`src/rtl/game_round_ctrl_pkg.sv`:
```
// Shared definitions for the arithmetic-game round sequencer.
//
// Contents:
//   state_t                  - round sequencer states (2-bit encoding)
//   DEFAULT_CLK_HZ           - clock cycles per one-second tick
//   DEFAULT_DEBOUNCE_CYCLES  - stable samples needed before the button level changes
package game_round_ctrl_pkg;

    typedef enum logic [1:0] {
        ST_IDLE = 2'd0,
        ST_NEWQ = 2'd1,
        ST_WAIT = 2'd2,
        ST_OVER = 2'd3
    } state_t;

    localparam int DEFAULT_CLK_HZ          = 100_000_000;
    localparam int DEFAULT_DEBOUNCE_CYCLES = 1_000_000;

endpackage

```
`src/rtl/btn_debounce.sv`:
```
// Start/stop button conditioner: two-flop synchroniser followed by a
// stability counter.
//
// Ports:
//   clock    in   system clock
//   reset    in   asynchronous, active-high reset
//   btn_raw  in   raw, asynchronous button input
//   level    out  debounced button level
//   press    out  one-cycle pulse on the debounced 0->1 edge
module btn_debounce #(
    parameter int STABLE_CYCLES = 1_000_000
) (
    input  logic clock,
    input  logic reset,
    input  logic btn_raw,
    output logic level,
    output logic press
);

    localparam int CNT_W = (STABLE_CYCLES > 1) ? $clog2(STABLE_CYCLES) : 1;
    localparam logic [CNT_W-1:0] CNT_LAST = CNT_W'(STABLE_CYCLES - 1);

    logic             sync1;
    logic             sync2;
    logic [CNT_W-1:0] count;

    // The counter tracks how many consecutive synchronised samples have
    // disagreed with the current level; any agreeing sample restarts it.
    // The level flips on the STABLE_CYCLES-th disagreeing sample, and only a
    // flip towards 1 produces a press.
    always_ff @(posedge clock or posedge reset) begin
        if (reset) begin
            sync1 <= 1'b0;
            sync2 <= 1'b0;
            level <= 1'b0;
            count <= '0;
            press <= 1'b0;
        end else begin
            sync1 <= btn_raw;
            sync2 <= sync1;
            press <= 1'b0;
            if (sync2 == level) begin
                count <= '0;
            end else if (count == CNT_LAST) begin
                level <= sync2;
                count <= '0;
                press <= sync2;
            end else begin
                count <= count + CNT_W'(1);
            end
        end
    end

endmodule

```
`src/rtl/game_round_ctrl.sv`:
```
// Round sequencer for the arithmetic game. Debounces the start/stop button,
// pulses the operand LFSR for each new question, times each question in
// whole seconds, and tracks lives and score until the game ends.
//
// Ports:
//   clock         in   system clock
//   reset         in   asynchronous, active-high reset
//   start_btn     in   raw start/stop button
//   answer_valid  in   one-cycle pulse: an answer was submitted
//   answer_right  in   verdict, qualified by answer_valid
//   gen_question  out  one-cycle pulse requesting a new question
//   round_active  out  high while a question is being timed
//   lives         out  thermometer-coded remaining lives
//   score         out  saturating count of correct answers
//   timer_sec     out  seconds remaining on the current question
//   timeout       out  one-cycle pulse when a question expires
//   game_over     out  high while the game-over screen is shown
module game_round_ctrl
    import game_round_ctrl_pkg::*;
#(
    parameter int CLK_HZ           = DEFAULT_CLK_HZ,
    parameter int QUESTION_SECONDS = 10,
    parameter int LIVES            = 3,
    parameter int DEBOUNCE_CYCLES  = DEFAULT_DEBOUNCE_CYCLES,
    parameter int SCORE_W          = 4
) (
    input  logic               clock,
    input  logic               reset,
    input  logic               start_btn,
    input  logic               answer_valid,
    input  logic               answer_right,
    output logic               gen_question,
    output logic               round_active,
    output logic [LIVES-1:0]   lives,
    output logic [SCORE_W-1:0] score,
    output logic [3:0]         timer_sec,
    output logic               timeout,
    output logic               game_over
);

    localparam int PRESC_W = (CLK_HZ > 1) ? $clog2(CLK_HZ) : 1;
    localparam logic [PRESC_W-1:0] PRESC_LAST = PRESC_W'(CLK_HZ - 1);
    localparam logic [3:0] TIMER_LOAD = 4'(QUESTION_SECONDS);

    state_t               state;
    state_t               state_next;
    logic [PRESC_W-1:0]   prescaler;
    logic [PRESC_W-1:0]   prescaler_next;
    logic [3:0]           timer_next;
    logic [LIVES-1:0]     lives_next;
    logic [SCORE_W-1:0]   score_next;
    logic                 press;
    logic                 btn_level;
    logic                 tick;
    logic                 lose_life;

    btn_debounce #(
        .STABLE_CYCLES(DEBOUNCE_CYCLES)
    ) u_debounce (
        .clock  (clock),
        .reset  (reset),
        .btn_raw(start_btn),
        .level  (btn_level),
        .press  (press)
    );

    // A press is only ever raised together with the debounced level going high.
    always_ff @(posedge clock) begin
        if (!reset && press) begin
            assert (btn_level);
        end
    end

    assign tick = (prescaler == PRESC_LAST);

    always_ff @(posedge clock or posedge reset) begin
        if (reset) begin
            state     <= ST_IDLE;
            prescaler <= '0;
            timer_sec <= '0;
            lives     <= '1;
            score     <= '0;
        end else begin
            state     <= state_next;
            prescaler <= prescaler_next;
            timer_sec <= timer_next;
            lives     <= lives_next;
            score     <= score_next;
        end
    end

    // In WAIT only one event is acted on per cycle: a press beats an answer,
    // and an answer beats the seconds tick, so a suppressed expiry raises no
    // timeout and costs no life. Losing a life drops the highest lit LED,
    // which for a thermometer code is a right shift.
    always_comb begin
        state_next     = state;
        prescaler_next = '0;
        timer_next     = timer_sec;
        lives_next     = lives;
        score_next     = score;
        gen_question   = 1'b0;
        round_active   = 1'b0;
        timeout        = 1'b0;
        game_over      = 1'b0;
        lose_life      = 1'b0;

        case (state)
            ST_IDLE: begin
                if (press) begin
                    lives_next = '1;
                    score_next = '0;
                    state_next = ST_NEWQ;
                end
            end
            ST_NEWQ: begin
                gen_question = 1'b1;
                timer_next   = TIMER_LOAD;
                state_next   = ST_WAIT;
            end
            ST_WAIT: begin
                round_active   = 1'b1;
                prescaler_next = tick ? '0 : prescaler + PRESC_W'(1);
                if (press) begin
                    state_next = ST_OVER;
                end else if (answer_valid) begin
                    if (answer_right) begin
                        if (score != '1) begin
                            score_next = score + SCORE_W'(1);
                        end
                        state_next = ST_NEWQ;
                    end else begin
                        lose_life = 1'b1;
                    end
                end else if (tick) begin
                    if (timer_sec > 4'd1) begin
                        timer_next = timer_sec - 4'd1;
                    end else begin
                        timer_next = '0;
                        timeout    = 1'b1;
                        lose_life  = 1'b1;
                    end
                end
                if (lose_life) begin
                    lives_next = lives >> 1;
                    state_next = ((lives >> 1) == '0) ? ST_OVER : ST_NEWQ;
                end
            end
            ST_OVER: begin
                game_over = 1'b1;
                if (press) begin
                    state_next = ST_IDLE;
                end
            end
            default: begin
                state_next = ST_IDLE;
            end
        endcase
    end

endmodule

```
`config.mk`:
```
export PLATFORM = sky130hd
export DESIGN_NAME = game_round_ctrl
export DESIGN_NICKNAME = d
export VERILOG_FILES = /design/src/rtl/game_round_ctrl_pkg.sv /design/src/rtl/btn_debounce.sv /design/src/rtl/game_round_ctrl.sv
export SDC_FILE = /design/constraint.sdc
export NUM_CORES = 1
export LEC_CHECK = 0
export BUFFER_PORTS_ARGS = -buffer_cell sky130_fd_sc_hd__buf_2
export CORE_AREA = 2 2 90 92
export CTS_CLUSTER_SIZE = 25
export DETAILED_ROUTE_END_ITERATION = 10
export DIE_AREA = 0 0 92 94
export MAX_ROUTING_LAYER = met4
export PLACE_DENSITY_LB_ADDON = 0.05
export SLEW_MARGIN = 20
export SYNTH_ARGS = -nofsm -noshare
export SYNTH_HDL_FRONTEND = slang
export SYNTH_HIERARCHICAL = 1
export SYNTH_SLANG_ARGS = --single-unit
```
`constraint.sdc`:
```
create_clock -name clock -period 4.1 [get_ports clock]
set_clock_uncertainty 0.2 [all_clocks]
set_input_delay 0.41 -clock clock [delete_from_list [all_inputs] [get_ports clock]]
set_output_delay 0.41 -clock clock [all_outputs]
set_load 0.01 [all_outputs]
```
==> results of run 1 <==
[stage by stage]
stage | hold WS, ps | util [%]
3_5_place_dp | 136 | 46.3
2_1_floorplan | 131 | -
6_report | -6.37 | 48.9
5_1_grt | 51.4 | 48.9
3_3_place_gp | 133 | 46.3
4_1_cts | 16.4 | 48.9
[worst register-to-register path, cell delays in order, from the launching register on]
cell and delay, ps:
dfrtp_1 410, or4b_1 550, nor4_2 340, and3_1 360
or2b_1 740, nor2_1 140
[registers in the layout (all words and copies together) (netlist names)]
name,cells
u_debounce/press,1
u_debounce/sync1,1
prescaler,27
timer_sec,4
u_debounce/sync2,1
u_debounce/level,1
u_debounce/count,20
state,2
lives,3
score,4
[metal layers]
layer  wire length, µm  vias to the layer above  part of all wire (%)
met5                 0                        -                     0
met4                87                        0                   1.3
met3               201                        8                   3.1
met2              2770                       34                    42
met1              3500                     1181                    53
li1                  -                     1239                     -
[layout make-up]
class / instances / area (µm²)
repair buffers: 22 / 120
clock inverters: 6 / 60.1
inverters: 13 / 48.8
well taps: 102 / 128
clock buffers: 10 / 128
multi-input cells: 250 / 1630
flip-flops and latches: 64 / 1610
fillers: 755 / 3890
[final timing paths]
kind	endpoint	slack [ps]	cells after the start
setup / recovery	prescaler[21]	1200	5
hold / removal	score[3]	-6	3
setup reg to reg	prescaler[21]	1200	5
hold reg to reg	u_debounce/sync2	160	0
max in group asynchronous	u_debounce/count[5]	3060	2
min in group clock	u_debounce/sync2	160	0
[synth_stat cells (all sizes together), types with 3 or more instances]
cell / instances
a211oi: 4
a21oi: 5
a31oi: 4
and3: 7
and4: 5
buf: 6
clkbuf: 4
dfrtp: 61
dfstp: 3
ha: 5
inv: 13
mux2i: 3
nand2: 16
nand3: 23
nand4: 11
nor2: 63
nor3: 8
nor4: 7
o21ai: 6
o31ai: 4
or3: 4
or4: 4
xnor2: 17
xor2: 22
[cell families after synthesis]
group | share of synthesized area, %
mux | 1.68
buf+inv | 3.51
flops | 47.9
xor+xnor | 10.2
simple gates | 26.3
fa+ha+maj | 1.87
compound gates | 8.55
[power breakdown]
part | switching (W) | total (W) | internal [W]
logic | 0.000112 | 0.000201 | 0.0000883
clock network | 0.000240 | 0.000518 | 0.000278
registers | 0.0000615 | 0.000747 | 0.000685
[repair_timing]
item                                   4_1_cts  5_1_grt
hold buffers                                 1        0
endpoints found under the hold margin        1        0
buffers inserted                             0        0
setup endpoints to repair                    0        0
==> flow_summary.ini, run 1 <==
[worst_setup_path]
path_delay_family = simple AND/OR/NAND/NOR gates
slowest_delay_ps = 740
crit_chain = or4b_1 > nor4_2 > and3_1 > or2b_1 > nor2_1
path_max_fanout = 26
critPathLaunch = prescaler[9]
slowest_stage = or2b_1
timing.rr.start = prescaler[9]
endpoint_kind = flop
critical_path_required_ps = 4080
start_kind = flop
critPathKind = flop to flop
arrival_ps = 2880
path_buf_inv = 0

[drt]
vias = 2462
drc_errors = 0
drtIter0Drc = 110
wl_per_cell_um = 14.0
ant_nets = 0
viasPerCell = 5.27
drt_wl_total_mm = 6.56
first_pass_iters = 4

[floorplanning]
dieHeight_um = 94
initial_core_util_pct = 44.1
row_count = 32
core_um2 = 7610
pin_count = 20
die_x_um = 92
die_area_um2 = 8650

[power]
powerDensity_nw_per_um2 = 394
power.total_w = 0.00147
ir_drop_mv = 0.186
p_leak_nw = 1.54

[layout]
final_cells = 467
area_growth_pct = 10.9
num_antenna_cells = 0
final_nets = 370
layout_commonest_cell = nor2_1
final_cell_area_um2 = 3720
final_cell_mix = nor2_1 (63), dfrtp_1 (61), xor2_1 (22)
layout-drive-gt1-share_pct = 15.1

[cts]
clk_latency_ps = 330
htree_levels = 3
ctsResizeCount = 0
ctsRootBufferMaster = clkbuf_8
clock-sinks = 64
clock_path_buffers = 2
numCtsBuffers = 9
cts_tree = done
clkTransAtPathRegs_ps = 80

[timing]
whs_ps = -6.37
worstMarginPinSlew_ps = 1050
fin_ws_ps = 1200
setup_viol = 0
hold_viol_final = 5
timing.final.crit_share_pct = 70.7
relSlewSlack_pct = 29.6
drv_slew = 0
max_freq_mhz = 345
finalCriticalPeriod_ps = 2900
setup_tns_ps = 0
rsz0062_at_grt = no

[synthesis]
yosysUniqueCellTypes = 57
syn-cell-area_um2 = 3350
ys_warn_count = 6
synth_top_area_share_pct = 45.5
synth_nets = 347
syn_inst = 337
synth_top_area_cell = dfrtp_1
ys.flop_type = dfrtp_1
async_reset_ff_share_pct = 100
synth.ff_latch_count = 64
synth_area_per_cell_um2 = 9.95
synth_edf_count = 0
synth_area_leaders = dfrtp_1 (46%), nor2_1 (7.1%), xor2_1 (5.7%)
ys_seq_area_share_pct = 47.9

[global_route]
gr-usage-all-layers_pct = 17.1
grt_pass1_vias = 2351
overflow = 0
grt.busiest_layer = met1
use_met2_pct = 24.1
antenna_found_initial = 0
grt_pass1_wl_mm = 11.4
gr-usage-met1_pct = 24.4
grt_max_degree = 41
use_met3_pct = 3.93

[place]
post-place-cells = 450
hpwl_mm = 4.40
port_buffers = 19
place.gp.congestion = 0.754
placed_area_um2 = 3520
dp_slack_ps = 1160

[outcome]
status = finished, violations left
violations = negative hold slack

[run]
maxCapViolCount = 0

[hold_path]
hold_class = input pin to async pin
(Power assumes the default switching activity.)
==> run 2: changes to the inputs <==
clock period = 2.8 ns   (was 4.1 ns; I/O delays follow)
==> flow_summary.ini, run 2 (synthesis gave the netlist of run 1 again) <==
[outcome]
status = complete, no violations

[layout]
largest_reg_flops = 27
num_antenna_cells = 0
fillers = 762
layout-drive-gt1-share_pct = 16.6
final_nets = 379
area_growth_pct = 12.4
largestRegisters = prescaler: 27 flops, u_debounce/count: 20 flops
layout_commonest_cell = nor2_1
regMostFlops = prescaler
final_cell_mix = nor2_1 (63), dfrtp_1 (61), xor2_1 (22)

[cts]
cts_tree = done
clkTransAtPathRegs_ps = 70
ctsResizeCount = 0
numCtsBuffers = 9
clk_latency_ps = 340
clock-sinks = 64
clock_path_buffers = 2
ctsRootBufferMaster = clkbuf_8
htree_levels = 3

[place]
port_buffers = 19
hpwl_mm = 4.44
place.gp.congestion = 0.734

[floorplanning]
die_x_um = 92
initial_core_util_pct = 44.1
pin_count = 20
dieHeight_um = 94
die_area_um2 = 8650
row_count = 32
core_um2 = 7610

[drt]
vias = 2495
drtIter0Drc = 142
viasPerCell = 5.24
drt_wl_total_mm = 6.56
wl_per_cell_um = 13.8
ant_nets = 0
first_pass_iters = 4
drc_errors = 0

[timing]
relSlewSlack_pct = 39.6
rsz0062_at_grt = no
worstMarginPinSlew_ps = 905
timing.final.crit_share_pct = 92.1
setup_viol = 0
hold_viol_final = 0
finalCriticalPeriod_ps = 2580
drv_slew = 0
whs_ps = 130
setup_tns_ps = 0
max_freq_mhz = 388

[global_route]
grt_pass1_wl_mm = 11.9
grt_pass1_vias = 2421
grt_max_degree = 41
gr-usage-all-layers_pct = 17.8
antenna_found_initial = 0
overflow = 0

[worst_setup_path]
arrival_ps = 2100
start_kind = flop
slowest_delay_ps = 540
crit_chain = or4b_1 > nor4_2 > nand4_2 > nor2b_1 > buf_2
endpoint_kind = output port
critical_path_required_ps = 2320
slowest_stage = or4b_1
critPathKind = flop to output port
path_max_fanout = 5

[power]
clkPwrFrac_pct = 32.9
p_sw_share_pct = 28.6
ir_drop_mv = 0.227
p_leak_nw = 1.58
power.total_w = 0.00207
p_int_w = 0.00148
p_comb_share_pct = 14.7
p_sw_w = 0.000591
seq_power_share_pct = 52.5
powerDensity_nw_per_um2 = 550

[run]
maxCapViolCount = 0

[hold_path]
hold_class = input pin to flop
## run 2: area by class of cell
| cell class | instances | area (µm²) | area share, % |
|---|---|---|---|
| clock buffer | 12 | 145 | 3.85 |
| clock inverter | 4 | 20.0 | 0.532 |
| inverter | 13 | 48.8 | 1.30 |
| multi-input combinational | 250 | 1630 | 43.3 |
| sequential | 64 | 1610 | 42.6 |
| tap | 102 | 128 | 3.39 |
| timing repair buffer | 31 | 190 | 5.05 |
## run 2: metrics by stage
step	cells	setup WS, ps	utilization (%)	cell area [µm²]
2_1_floorplan	337	553	-	3350
3_3_place_gp	456	508	46.9	3570
3_5_place_dp	456	472	46.9	3570
4_1_cts	474	87.2	49.3	3750
5_1_grt	476	74.7	49.5	3770
6_report	476	221	49.5	3770
## run 2: final timing paths
kind / start / to / slack [ps] / cells after the start
max: prescaler[9] / timeout / 220 / 5
min reg2reg: u_debounce/sync1 / u_debounce/sync2 / 150 / 0
max reg2reg: prescaler[9] / timer_sec[2] / 430 / 6
min: answer_valid / state[1] / 130 / 3
max in group asynchronous: reset / u_debounce/count[0] / 1350 / 3
min in group asynchronous: reset / score[3] / 410 / 4
## run 2: layer usage
metal / track usage, % / share of wire, %
met5: - / 0
met1: 25.2 / 53
met3: 5.38 / 3.3
met2: 24.4 / 43
met4: 5.85 / 1.1
## run 2: power groups by stage
stage	Clock [W]	Sequential, W	Combinational [W]
global route	0.000749	0.00110	0.000348
CTS	0.000708	0.00109	0.000310
global placement	0	0.00111	0.000303
detailed placement	0	0.00110	0.000308
finish	0.000680	0.00109	0.000303
floorplan	0	0.00111	0.000186
## run 2: timing repair
action / 4_1_cts / 5_1_grt
hold endpoints to repair: 62 / 0
setup buffers: 0 / 2
endpoints found under the setup margin: 0 / 1
hold buffers: 2 / 0
## run 2: worst max-delay path, delay by kind of cell (launching register included)
family	cells	cell delay, ps
and+or+nand+nor	4	1220
buffers and inverters	1	130
DFF	1	410
